## src/rtl/winograd_seq.sv

```systemverilog
// Sequencer for the winograd 8-pair inner-product unit: streams chunks into the unit,
// tracks them across its latency and accumulates the raw out[0]+out[1] sums of a job.
module winograd_seq #(
    parameter int  IN_SIZE_0  = 8,
    parameter int  IN_SIZE_1  = 8,
    parameter int  LEN_W      = 8,
    parameter int  WG_LATENCY = 3,
    localparam int OUT_SIZE   = ((IN_SIZE_1 + 1) * 2) + 6,
    localparam int ACC_W      = OUT_SIZE + 1 + LEN_W
) (
    input  logic                            clk_i,
    input  logic                            rst_i,
    input  logic                            start_i,
    input  logic [LEN_W-1:0]                len_i,
    output logic                            busy_o,
    input  logic                            in_valid_i,
    output logic                            in_ready_o,
    input  logic [0:7][IN_SIZE_0-1:0]       in_0_i,
    input  logic [0:7][IN_SIZE_1-1:0]       in_1_i,
    output logic [0:7][IN_SIZE_0-1:0]       wg_in_0_o,
    output logic [0:7][IN_SIZE_1-1:0]       wg_in_1_o,
    input  logic [0:1][OUT_SIZE-1:0]        wg_out_i,
    output logic                            res_valid_o,
    input  logic                            res_ready_i,
    output logic [ACC_W-1:0]                res_o
);

    localparam logic [1:0] IDLE   = 2'd0;
    localparam logic [1:0] STREAM = 2'd1;
    localparam logic [1:0] DRAIN  = 2'd2;
    localparam logic [1:0] DONE   = 2'd3;

    logic [1:0]            state;
    logic [LEN_W-1:0]      len;
    logic [LEN_W-1:0]      issued;
    logic [WG_LATENCY-1:0] in_flight;
    logic [ACC_W-1:0]      acc;
    logic [ACC_W-1:0]      out_sum;
    logic                  fire;
    logic                  last_fire;
    logic                  tail;

    assign in_ready_o  = (state == STREAM) && (issued < len);
    assign fire        = in_valid_i && in_ready_o;
    assign last_fire   = fire && (issued == len - LEN_W'(1));
    assign tail        = in_flight[WG_LATENCY-1];
    assign busy_o      = (state != IDLE);
    assign res_valid_o = (state == DONE);
    assign res_o       = acc;

    // Both unit outputs are sign-extended to the accumulator width before summing
    assign out_sum = {{(ACC_W-OUT_SIZE){wg_out_i[0][OUT_SIZE-1]}}, wg_out_i[0]}
                   + {{(ACC_W-OUT_SIZE){wg_out_i[1][OUT_SIZE-1]}}, wg_out_i[1]};

    always_ff @(posedge clk_i) begin
        if (rst_i) begin
            state     <= IDLE;
            len       <= '0;
            issued    <= '0;
            in_flight <= '0;
            acc       <= '0;
            wg_in_0_o <= '0;
            wg_in_1_o <= '0;
        end else begin
            // The tail bit marks the cycle when wg_out_i belongs to a real chunk
            in_flight <= (in_flight << 1) | WG_LATENCY'(fire);

            if (fire) begin
                wg_in_0_o <= in_0_i;
                wg_in_1_o <= in_1_i;
                issued    <= issued + LEN_W'(1);
            end else begin
                wg_in_0_o <= '0;
                wg_in_1_o <= '0;
            end

            if (tail) begin
                acc <= acc + out_sum;
            end

            case (state)
                IDLE: begin
                    if (start_i) begin
                        len    <= len_i;
                        issued <= '0;
                        acc    <= '0;
                        state  <= (len_i == '0) ? DONE : STREAM;
                    end
                end
                STREAM: begin
                    if (last_fire) begin
                        state <= DRAIN;
                    end
                end
                DRAIN: begin
                    if (in_flight == '0) begin
                        state <= DONE;
                    end
                end
                DONE: begin
                    if (res_ready_i) begin
                        state <= IDLE;
                    end
                end
                default: state <= IDLE;
            endcase
        end
    end

endmodule
```

## config.mk

```make
export PLATFORM = sky130hd
export DESIGN_NAME = winograd_seq
export DESIGN_NICKNAME = d
export VERILOG_FILES = /design/src/rtl/winograd_seq.sv
export SDC_FILE = /design/constraint.sdc
export NUM_CORES = 1
export LEC_CHECK = 0
export BUFFER_PORTS_ARGS = -buffer_cell sky130_fd_sc_hd__buf_4
export CORE_UTILIZATION = 44
export CTS_CLUSTER_SIZE = 28
export DETAILED_ROUTE_END_ITERATION = 8
export PLACE_DENSITY = 0.73
export SYNTH_ARGS = -nofsm -noshare
export SYNTH_HDL_FRONTEND = slang
export SYNTH_SLANG_ARGS = --single-unit
export TNS_END_PERCENT = 1
```

## constraint.sdc

```tcl
create_clock -name clk_i -period 5.6 [get_ports clk_i]
set_input_delay 1.68 -clock clk_i [delete_from_list [all_inputs] [get_ports clk_i]]
set_output_delay 1.68 -clock clk_i [all_outputs]
set_load 0.03 [all_outputs]
```

==> results.md <==
Die:
- The floorplan step set the die height to 143.0 µm.
- 353 I/O pins were placed.
- The initial core utilization is 0.4498.
- After floorplanning, the core was divided into 51 placement rows.
- The core footprint is 19460 µm².
- The die span in x is 143.0 µm.
- The die area is 20460 µm².

GRT:
- The initial antenna violation count is 0.
- The pin count of the biggest net entering global routing is 130.
- The number of global-route vias before repair came to 7716.
- For this run the aggregate overflow at the end of global routing stands at 0.
- The first global-routing pass estimated 40.97 mm of wire.
- Across every metal layer, demand over resource in global routing totals 0.2653.
- The global-route track usage on met2 is 0.4691.
- The fraction of met3 tracks used by global routing is 0.08384.
- The met1 routing resource usage after global routing is 0.3009.
- The global routing stage identified its most utilized layer as met2.

CTS:
- The clock sink count is 182.
- Once the clock tree was built, the setup fixing pass inserted 0 buffers.
- Hold repair after CTS inserted 0 buffers.
- TritonCTS built the clock tree.
- The number of clock buffers added by TritonCTS is 17.
- The number of H-tree levels is 4.
- The later pin in the worst-skew pair is clocked with a latency of 440 ps.
- The buffer levels on the longest clock path is 2.
- The CTS clock-pin slew for the worst setup and hold paths is 80 ps.
- The cell sitting at the root of the clock tree is a clkbuf_16.

Synth:
- The dominant synthesized flop cell is dfxtp_1.
- Of all flip-flops after synthesis, the portion carrying an async set or reset was 0.
- The post-synthesis register bit count is 182.
- The fraction of synthesized cell area taken by the top area cell type is 0.4162.
- The mean instance size in the synthesized netlist is 9.185 µm².
- In this run, synthesis inferred 0 flip-flops with an integrated enable.
- The total of warnings raised by yosys is 0.
- For this run, the register share of the synthesized area comes to 0.4162.
- The post-synthesis cell type count is 66.
- The summed instance area of the synthesized netlist is 8753 µm².
- Synthesis produced 953 cells.
- In the post-synthesis netlist, the biggest area contributors are dfxtp_1 (42%), ha_1 (10%), and2_1 (9.3%), a21oi_1 (3.4%), xnor2_1 (3.4%).
- The library cell occupying the most area in the post-synthesis netlist is dfxtp_1.
- The number of nets in the synthesized netlist is 1215.

Critical path:
- The startpoint identified for the worst register-to-register timing path is len[1].
- The critical path data arrival time is 5880 ps.
- The setup path with the least slack is of type in -> reg.
- The most critical setup path has its startpoint at wg_out_i[1].
- The worst endpoint required time is 5960 ps.
- Among the stages of the critical path, the cell type that occurs most often is a21oi_2.
- Together, buffers and inverters on the worst path number 2.
- Broken down by cell family, the worst path's largest delay share belongs to compound AO/OA/AOI/OAI gates.
- Walking the worst path, the cells encountered are buf_8, ha_4, a21o_1, a21oi_2, o21ai_2, a2111oi_2, buf_4, o21ai_4, a31oi_4, o21ai_2, a311o_1, xor2_1, ha_2, a21oi_2, nor2b_1, o21ai_1, nand2b_1, or3_4, o211a_1, o211a_1, or3_1, a21oi_2.
- The element type at the critical path end is a flip-flop.
- The cell with the largest stage delay on the worst path is a2111oi_2.
- The slack of the worst reg-to-reg path is 2730 ps.
- The nature of the critical path startpoint is a primary input.
- The worst stage delay on the critical path is 360 ps.
- The top fanout value on the critical path is 3.

Outcome:
- The run finished with clean final reports.

Final layout:
- Across the whole layout, storage elements account for 3643 µm².
- The number of fill cells is 1648.
- The post-layout instance count excluding filler cells is 1640.
- For this run, the post-layout net count is 1624.
- The area growth from synthesis to layout is 47.98%.
- In the final layout, the share of cells above drive strength 1 is 0.3629.
- The repair_antennas step left the layout with diodes totalling 0.
- For this run, the share of the core covered by cells in the final layout is 0.6656.
- The multi-input logic area is 5021 µm².

STA:
- The final-report max-slew violation count is 0.
- Setup violations remaining at the end of the flow were counted as 0.
- Based on the critical path, the design can be clocked at up to 0.1811 GHz.
- Summed over all failing endpoints, the final setup total negative slack is 0 ps.
- The final critical-path share of the clock period is 0.9860.
- The final number of hold-violating endpoints is 0.
- The worst hold slack is 467.3 ps.
- Setup repair after global routing could not meet its margin everywhere.
- The minimum period implied by the final worst setup slack is 5522 ps.
- Across the routed clock network, the largest skew measured is 18.60 ps.
- In this run the tightest slew margin relative to its limit is 0.3605.
- For the pin with the worst max-slew slack, the measured transition is 959.3 ps.
- Setup slack closes at 78.47 ps.

Power:
- Across the VDD grid, the largest voltage drop is 218.8 µV.
- In this run the power density over the cells is 296.3 nW/µm².
- The total leakage power is 6.212 nW.

Drt:
- Dividing the detail-routed wire length by the instance count gives 16.52 µm.
- The overall routed net length is 27.09 mm.
- The total via count in the routed design is 8161.
- In the routed design, unresolved DRC markers number 0.
- The number of search-and-repair iterations in the first detailed-routing pass is 4.
- The detail-routed via count per cell is 4.976.
- The number of design-rule violations left by the first detailed-router iteration is 387.
- The number of nets still failing antenna checks after routing is 0.

Placement:
- The HPWL after detailed placement is 21.80 mm.
- The number of placed instances, taps included, is 1608.
- The port buffer count is 352.
- Timing analysis after detailed placement gives a worst setup slack of -538.5 ps.
- The weighted congestion at the end of routability-driven global placement is 0.9051.

Worst hold path:
- The path category of the worst min-delay check is reg -> reg.
- In this run the most critical hold path is launched from in_flight[0].

Job:
- The number of maximum-capacitance violations is 0.
area by class of cell:
type,instances,share of cell area
clock inverters,15,0.01507
repair buffers,423,0.2463
multi-input cells,699,0.3876
clock buffers,17,0.03284
flip-flops and latches,182,0.2813
well taps,265,0.02560
inverters,39,0.01130
power breakdown:
| group | total, W | leakage, nW | internal, W | switching, W |
|---|---|---|---|---|
| combinational | 0.00118 | 4.44 | 0.000519 | 0.000662 |
| sequential | 0.00142 | 1.47 | 0.00138 | 0.0000447 |
| clock | 0.00123 | 0.301 | 0.000615 | 0.000617 |
| total | 0.00384 | 6.21 | 0.00251 | 0.00132 |
state kept, by name, summed over array words and instances (netlist names):
| signal | flops |
|---|---|
| in_flight | 3 |
| issued | 8 |
| len | 8 |
| res_o | 33 |
| state | 2 |
| wg_in_0_o | 64 |
| wg_in_1_o | 64 |
metal layers:
| layer | vias to the layer above | share of wire |
|---|---|---|
| met2 | 219 | 0.50 |
| li1 | 4121 | - |
| met3 | 28 | 0.070 |
| met4 | 0 | 0.023 |
| met1 | 3793 | 0.40 |
| met5 | - | 0 |
Yosys cell counts (4+ instances only):
cell type	instances
xor2_1	23
a31oi_1	4
nor2_1	67
a211oi_1	12
or3_1	7
clkbuf_1	28
a21o_1	19
o21a_1	10
mux2i_1	18
o22ai_1	6
dfxtp_1	182
o21ai_0	27
and3_1	4
o211ai_1	7
nand4b_1	4
nand4_1	6
nand2b_1	13
a41oi_1	4
xnor2_1	34
nor4_1	4
inv_1	39
and2_1	130
nor2b_1	8
o21bai_1	5
nand3_1	29
o211a_1	4
nor3_1	17
nand2_1	52
ha_1	71
a21oi_1	60
placed cells by master, fill, tap and decap left out, types with 6 or more instances in the layout:
master / n
nand3_1: 27
o21ai_0: 26
nor3_1: 17
inv_1: 39
o22ai_1: 6
a21o_1: 19
mux2i_1: 18
clkinv_8: 6
dfxtp_1: 182
xnor2_1: 34
nor2_1: 65
nor2b_1: 8
ha_1: 65
nand4_1: 6
clkbuf_16: 17
o211ai_1: 7
o21a_1: 10
nand2b_1: 13
xor2_1: 23
buf_4: 420
a21oi_2: 8
a21oi_1: 55
a211oi_1: 10
nand2_1: 51
and2_1: 129
what timing repair did:
item	4_1_cts	5_1_grt
pin swaps	0	25
gates cloned	0	0
setup endpoints to repair	1	9
gates resized for setup	1	31
metrics by stage:
step	total power [W]	cell area (µm²)
4_1_cts	0.003845	12810
3_5_place_dp	0.002613	12180
5_1_grt	0.004030	12950
2_1_floorplan	0.002156	8797
3_3_place_gp	0.002592	12180
6_report	0.003838	12950
cell families after synthesis:
kind of cell,share of synthesized area
buffers and inverters,0.03130
AO/OA/AOI/OAI,0.1492
AND/OR/NAND/NOR,0.2183
multiplexers,0.02187
XOR/XNOR,0.05703
flip-flops,0.4162
adder cells (fa/ha/maj),0.1061
final timing paths:
path         cells after the start            end
max reg2reg                     11  wg_in_1_o[11]
max                             22      res_o[32]
min reg2reg                      1   in_flight[1]
min                              1   in_flight[1]
Note: power is estimated with default switching activity, not from simulation.
